[src/rtl/load_store_unit_if.sv]
// Data-memory request/grant/response port between the load/store unit (master)
// and the data memory (slave). Word addressed; byte lanes selected by mem_be.
interface load_store_unit_if;
  logic        mem_req;
  logic        mem_we;
  logic [3:0]  mem_be;
  logic [31:0] mem_addr;
  logic [31:0] mem_wdata;
  logic        mem_gnt;
  logic        mem_rvalid;
  logic [31:0] mem_rdata;

  modport master (
    output mem_req, mem_we, mem_be, mem_addr, mem_wdata,
    input  mem_gnt, mem_rvalid, mem_rdata
  );

  modport slave (
    input  mem_req, mem_we, mem_be, mem_addr, mem_wdata,
    output mem_gnt, mem_rvalid, mem_rdata
  );
endinterface

[src/rtl/load_store_unit.sv]
// RV32I load/store unit: lane steering, byte enables and load extension over a
// req/gnt/rvalid port. Define LSU_MISALIGN_TRAP_EN to reject misaligned accesses.
module load_store_unit (
  input  logic                    clk,
  input  logic                    rst_n,
  input  logic                    ex_valid,
  input  logic                    ex_we,
  input  logic [2:0]              ex_funct3,
  input  logic [31:0]             ex_addr,
  input  logic [31:0]             ex_wdata,
  output logic                    lsu_busy,
  output logic                    done,
  output logic                    rd_valid,
  output logic [31:0]             rd_data,
  output logic                    err,
  load_store_unit_if.master       mem
);

  localparam logic [1:0] ST_IDLE = 2'd0;
  localparam logic [1:0] ST_REQ  = 2'd1;
  localparam logic [1:0] ST_WAIT = 2'd2;

  logic [1:0]  state;
  logic        op_we;
  logic [2:0]  op_funct3;
  logic [1:0]  op_off;

  logic        funct3_ok;
  logic        accept_ok;
  logic [1:0]  eff_off;
  logic [3:0]  st_be;
  logic [31:0] st_wdata;
  logic [31:0] shifted;
  logic [31:0] load_data;
`ifdef LSU_MISALIGN_TRAP_EN
  logic        misaligned;
`endif

  // Request decode; eff_off is the byte offset after forcing natural alignment
  always_comb begin
    if (ex_we)
      funct3_ok = (ex_funct3 == 3'b000) || (ex_funct3 == 3'b001) || (ex_funct3 == 3'b010);
    else
      funct3_ok = (ex_funct3 == 3'b000) || (ex_funct3 == 3'b001) || (ex_funct3 == 3'b010) ||
                  (ex_funct3 == 3'b100) || (ex_funct3 == 3'b101);
`ifdef LSU_MISALIGN_TRAP_EN
    misaligned = ((ex_funct3[1:0] == 2'b01) && ex_addr[0]) ||
                 ((ex_funct3[1:0] == 2'b10) && (ex_addr[1:0] != 2'b00));
    accept_ok  = funct3_ok && !misaligned;
`else
    accept_ok  = funct3_ok;
`endif
    case (ex_funct3[1:0])
      2'b00:   eff_off = ex_addr[1:0];
      2'b01:   eff_off = {ex_addr[1], 1'b0};
      default: eff_off = 2'b00;
    endcase
    case (ex_funct3[1:0])
      2'b00: begin
        st_be    = 4'b0001 << eff_off;
        st_wdata = {4{ex_wdata[7:0]}};
      end
      2'b01: begin
        st_be    = eff_off[1] ? 4'b1100 : 4'b0011;
        st_wdata = {2{ex_wdata[15:0]}};
      end
      default: begin
        st_be    = 4'b1111;
        st_wdata = ex_wdata;
      end
    endcase
  end

  always_comb begin
    shifted = mem.mem_rdata >> {op_off, 3'b000};
    case (op_funct3)
      3'b000:  load_data = {{24{shifted[7]}}, shifted[7:0]};
      3'b001:  load_data = {{16{shifted[15]}}, shifted[15:0]};
      3'b100:  load_data = {24'h0, shifted[7:0]};
      3'b101:  load_data = {16'h0, shifted[15:0]};
      default: load_data = shifted;
    endcase
  end

  // Access sequencer; the memory port fields stay frozen from accept until the next accept
  always_ff @(posedge clk or negedge rst_n) begin
    if (!rst_n) begin
      state         <= ST_IDLE;
      op_we         <= 1'b0;
      op_funct3     <= 3'b000;
      op_off        <= 2'b00;
      lsu_busy      <= 1'b0;
      done          <= 1'b0;
      rd_valid      <= 1'b0;
      err           <= 1'b0;
      rd_data       <= 32'h0;
      mem.mem_req   <= 1'b0;
      mem.mem_we    <= 1'b0;
      mem.mem_be    <= 4'b0000;
      mem.mem_addr  <= 32'h0;
      mem.mem_wdata <= 32'h0;
    end else begin
      done     <= 1'b0;
      rd_valid <= 1'b0;
      err      <= 1'b0;
      case (state)
        ST_IDLE: begin
          if (ex_valid) begin
            if (accept_ok) begin
              state         <= ST_REQ;
              lsu_busy      <= 1'b1;
              op_we         <= ex_we;
              op_funct3     <= ex_funct3;
              op_off        <= eff_off;
              mem.mem_req   <= 1'b1;
              mem.mem_we    <= ex_we;
              mem.mem_be    <= ex_we ? st_be : 4'b1111;
              mem.mem_addr  <= {ex_addr[31:2], 2'b00};
              mem.mem_wdata <= ex_we ? st_wdata : 32'h0;
            end else begin
              err <= 1'b1;
            end
          end
        end
        ST_REQ: begin
          if (mem.mem_gnt) begin
            mem.mem_req <= 1'b0;
            if (op_we) begin
              state    <= ST_IDLE;
              lsu_busy <= 1'b0;
              done     <= 1'b1;
            end else begin
              state <= ST_WAIT;
            end
          end
        end
        ST_WAIT: begin
          if (mem.mem_rvalid) begin
            state    <= ST_IDLE;
            lsu_busy <= 1'b0;
            done     <= 1'b1;
            rd_valid <= 1'b1;
            rd_data  <= load_data;
          end
        end
        default: begin
          state       <= ST_IDLE;
          lsu_busy    <= 1'b0;
          mem.mem_req <= 1'b0;
        end
      endcase
    end
  end

endmodule

[src/flat_wrapper.sv]
// flat-port wrapper written by rule: the top's interface ports become plain ports
module load_store_unit_flat 
  (clk, rst_n, ex_valid, ex_we, ex_funct3, ex_addr, ex_wdata, lsu_busy, done, rd_valid, rd_data, err, mem_mem_req, mem_mem_we, mem_mem_be, mem_mem_addr, mem_mem_wdata, mem_mem_gnt, mem_mem_rvalid, mem_mem_rdata);
  load_store_unit_if mem_i ();
  input  logic clk;
  input  logic rst_n;
  input  logic ex_valid;
  input  logic ex_we;
  input  logic [2:0] ex_funct3;
  input  logic [31:0] ex_addr;
  input  logic [31:0] ex_wdata;
  output logic lsu_busy;
  output logic done;
  output logic rd_valid;
  output logic [31:0] rd_data;
  output logic err;
  output wire logic [$bits(mem_i.mem_req)-1:0] mem_mem_req;
  output wire logic [$bits(mem_i.mem_we)-1:0] mem_mem_we;
  output wire logic [$bits(mem_i.mem_be)-1:0] mem_mem_be;
  output wire logic [$bits(mem_i.mem_addr)-1:0] mem_mem_addr;
  output wire logic [$bits(mem_i.mem_wdata)-1:0] mem_mem_wdata;
  input wire logic [$bits(mem_i.mem_gnt)-1:0] mem_mem_gnt;
  input wire logic [$bits(mem_i.mem_rvalid)-1:0] mem_mem_rvalid;
  input wire logic [$bits(mem_i.mem_rdata)-1:0] mem_mem_rdata;
  assign mem_mem_req = mem_i.mem_req;
  assign mem_mem_we = mem_i.mem_we;
  assign mem_mem_be = mem_i.mem_be;
  assign mem_mem_addr = mem_i.mem_addr;
  assign mem_mem_wdata = mem_i.mem_wdata;
  assign mem_i.mem_gnt = mem_mem_gnt;
  assign mem_i.mem_rvalid = mem_mem_rvalid;
  assign mem_i.mem_rdata = mem_mem_rdata;
  load_store_unit u_core (.clk(clk), .rst_n(rst_n), .ex_valid(ex_valid), .ex_we(ex_we), .ex_funct3(ex_funct3), .ex_addr(ex_addr), .ex_wdata(ex_wdata), .lsu_busy(lsu_busy), .done(done), .rd_valid(rd_valid), .rd_data(rd_data), .err(err), .mem(mem_i));
endmodule
[config.mk]
export PLATFORM = sky130hd
export DESIGN_NAME = load_store_unit_flat
export DESIGN_NICKNAME = d
export VERILOG_FILES = /design/src/rtl/load_store_unit_if.sv /design/src/rtl/load_store_unit.sv /design/src/flat_wrapper.sv
export SDC_FILE = /design/constraint.sdc
export NUM_CORES = 1
export LEC_CHECK = 0
export ABC_AREA = 0
export CAP_MARGIN = 0
export CORE_MARGIN = 5
export CORE_UTILIZATION = 40
export DETAILED_ROUTE_END_ITERATION = 10
export PLACE_DENSITY = 0.86
export SYNTH_ARGS = -nofsm -noshare
export SYNTH_HDL_FRONTEND = slang
export SYNTH_SLANG_ARGS = --single-unit
export TNS_END_PERCENT = 5
[constraint.sdc]
create_clock -name clk -period 2.2 [get_ports clk]
set_clock_uncertainty 0.1 [all_clocks]
set_input_delay 0.44 -clock clk [delete_from_list [all_inputs] [get_ports clk]]
set_output_delay 0.44 -clock clk [all_outputs]
set_load 0.005 [all_outputs]
==> impl_metrics.json <==
{
  "period_minus_slack_ps": 1970,
  "grt_antenna_before_repair": 0,
  "routed_wl_mm": 15.8,
  "postSynthRegisterBits": 111,
  "area_growth_syn_to_layout_pct": 51.6,
  "post_synthesis_cell_area_sq_mm": 0.00525,
  "ys_async_sr_fraction": 1.00,
  "worst_setup_hold_path_clk_slew_ps": 70,
  "mostFrequentLayoutCells": "207 x clkdlybuf4s50_1, 111 x dfrtp_1, 68 x nand2_1, 45 x mux2_2, 39 x mux2i_1",
  "gr-usage-all-layers": 0.205,
  "detail_routed_via_count_per_cell": 5.23,
  "finalCritPeriodShare": 0.897,
  "global_route_wire_length_before_repair_mm": 25.9,
  "postSynthCellCount": 474,
  "share_seq_of_total_power": 0.364,
  "grt.overflow.total": 0,
  "timing.critical_path.cells": "clkdlybuf4s50_1 > buf_4 > nor2_2 > mux2i_1 > o31ai_1",
  "dp_hpwl_mm": 12.1,
  "place.gp.congestion": 0.904,
  "worst-slew-pin-transition_ps": 722,
  "worst_ep_arrival_time_ps": 2120,
  "grt_pass1_vias": 4918,
  "path_buf_inv": 2,
  "io_pins": 211,
  "clk_latency_worst_skew_pair_ps": 350,
  "final-hold-violation-count": 0,
  "dr_total_vias": 4494,
  "setup.worst_path.end_class": "flip-flop",
  "setup_repair_after_global_routing_missed_its_margin": "false",
  "slew_violations": 0,
  "drt_iter0_drc": 314,
  "floorplan.initialDensity": 0.413,
  "core.rowCount": 41,
  "final_antenna_net_count": 0,
  "cap_viol_max_count": 0,
  "finalCoreUtilization": 0.625,
  "internal_dissipation_mw": 6.95,
  "numCtsBuffers": 9,
  "tritoncts": "done",
  "die_area_sq_mm": 0.0155,
  "floorplan.core_area_sq_mm": 0.0127,
  "clock_sink_count": 111,
  "endpoint_required_time_on_the_critical_path_ps": 2340,
  "post_route_cells_drive_above_1_share": 0.148,
  "critPathKind": "primary input to flip-flop",
  "cpLargestDelayFamily": "buffers and inverters",
  "finished_layout_cell_area_sq_mm": 0.00796,
  "cts_max_path_buffers": 2,
  "power_density_mw_per_mm2": 1260,
  "ctsResizeCount": 0,
  "final_common_cell": "clkdlybuf4s50_1",
  "power_frac_comb": 0.464,
  "timing.final.ws_setup_ps": 226,
  "final_hold_slack_ps": 57.5,
  "synth_edf_count": 0,
  "power.net_switching_mw": 3.10,
  "vertical_die_dimension_microns": 125,
  "antenna_cells": 0,
  "port_buffers": 208,
  "synth_ff_type": "dfrtp_1",
  "p_leak_nw": 3.34,
  "cp_slowest_stage_delay_ps": 550,
  "detailed_place.area_sq_mm": 0.00762,
  "sw_frac_of_total": 0.309,
  "timing.critical_path.fanout_max": 10,
  "cts_root_cell": "clkbuf_16",
  "total_power_mw": 10.1,
  "die_w_microns": 125,
  "yosysWarningCount": 0,
  "status": "finished clean",
  "fin_nets": 792,
  "drt-wirelength-per-cell_microns": 18.4,
  "drc": 0,
  "slew_headroom": 0.518,
  "seq_area_frac_synth": 0.529,
  "cts_htree_levels": 3,
  "avgSynthCellArea_sq_um": 11.1,
  "grt_max_degree": 112,
  "worst_ir_drop_vdd_uv": 656,
  "drt_pass1_iterations": 4,
  "crit_path_start_kind": "primary input",
  "clock_power_share": 0.171,
  "type_of_the_worst_min_delay_path": "primary input to async pin",
  "pre_cts_ws_ps": -313,
  "timing.final.setup_violations": 0,
  "timing.fmax_mhz": 507,
  "synthDistinctLibCells": 40,
  "critPathSlowestCell": "nor2_2"
}
logic make-up (layout without fill, tap and decap cells):
group,Yosys count,after routing,synth area share
simple gates,121,121,0.103
compound gates,109,109,0.145
fa+ha+maj,3,3,0.00715
flops,111,111,0.529
mux,85,85,0.175
other cells,1,2,0.000714
buf+inv,44,257,0.0398
path summary, 6_finish.rpt:
path                                             to                startpoint  cells after the start  slack (ps)
min in group clk           u_core.mem.mem_wdata[17]  u_core.mem.mem_wdata[17]                      2         380
setup / recovery            u_core.mem.mem_wdata[8]              ex_funct3[0]                      5         230
hold reg to reg            u_core.mem.mem_wdata[17]  u_core.mem.mem_wdata[17]                      2         380
max in group asynchronous  u_core.mem.mem_wdata[20]                     rst_n                      2        1490
setup reg to reg                 u_core.rd_data[21]          u_core.op_off[0]                      5         290
hold / removal               u_core.mem.mem_addr[6]                     rst_n                      2          60
timing repair:
action | CTS | global route
hold buffers | 0 | 0
endpoints found under the hold margin | 0 | 0
setup endpoints to repair | 0 | 3
buffers inserted | 0 | 1
Yosys cell counts, types with 2 or more instances:
| master | number | area share |
|---|---|---|
| a211oi_1 | 9 | 0.013 |
| a21oi_1 | 19 | 0.018 |
| and2_1 | 9 | 0.011 |
| buf_2 | 11 | 0.010 |
| buf_4 | 2 | 0.0029 |
| buf_6 | 3 | 0.0064 |
| clkbuf_1 | 20 | 0.014 |
| dfrtp_1 | 111 | 0.53 |
| ha_1 | 3 | 0.0072 |
| inv_1 | 7 | 0.0050 |
| mux2_2 | 45 | 0.097 |
| mux2i_1 | 39 | 0.074 |
| nand2_1 | 68 | 0.049 |
| nand2b_1 | 2 | 0.0024 |
| nor2_1 | 21 | 0.015 |
| nor2b_1 | 12 | 0.014 |
| nor3_1 | 4 | 0.0038 |
| o21a_1 | 2 | 0.0029 |
| o21ai_0 | 30 | 0.029 |
| o22a_1 | 9 | 0.015 |
| o22a_2 | 8 | 0.015 |
| o2bb2ai_1 | 7 | 0.012 |
| o31ai_1 | 16 | 0.023 |
area by class of cell:
cell class              count  area, sq um
clock inverters             2         37.5
flip-flops and latches    111         2780
repair buffers            235         2340
fillers                  1035         4770
well taps                 172          215
clock buffers              13          280
multi-input cells         320         2270
inverters                   7         26.3
worst register-to-register path, cell delays in order (launching register included):
cell and delay, ps:
dfrtp_1 490, mux4_2 560, nor2_1 200, o31ai_4 110
buf_12 160, o22a_2 200
metrics by stage:
stage	TNS [ps]	instances
after floorplan	0	475
after global placement	-5120	844
after detailed placement	-5960	844
after CTS	0	859
after global routing	0	860
final	0	860
flip-flops by register name, indices dropped and copies added (netlist names):
register,flops
u_core.done,1
u_core.err,1
u_core.lsu_busy,1
u_core.mem.mem_addr,30
u_core.mem.mem_be,4
u_core.mem.mem_req,1
u_core.mem.mem_wdata,32
u_core.op_funct3,3
u_core.op_off,2
u_core.op_we,1
u_core.rd_data,32
u_core.rd_valid,1
u_core.state,2
power groups by stage:
| stage | Combinational (mW) | Clock (mW) | Sequential (mW) |
|---|---|---|---|
| after detailed placement | 4.71 | 0 | 3.69 |
| final | 4.67 | 1.72 | 3.66 |
| after global routing | 5.07 | 1.85 | 3.78 |
| after floorplan | 1.88 | 0 | 3.65 |
| after global placement | 4.57 | 0 | 3.64 |
| after CTS | 4.73 | 1.76 | 3.67 |
per-layer routing:
layer / track usage / up-vias / share of wire
li1: - / 2086 / -
met1: 0.240 / 2185 / 0.39
met2: 0.345 / 200 / 0.49
met3: 0.0703 / 23 / 0.092
met4: 0.0845 / 0 / 0.022
met5: 0 / - / 0
(Power assumes the default switching activity.)
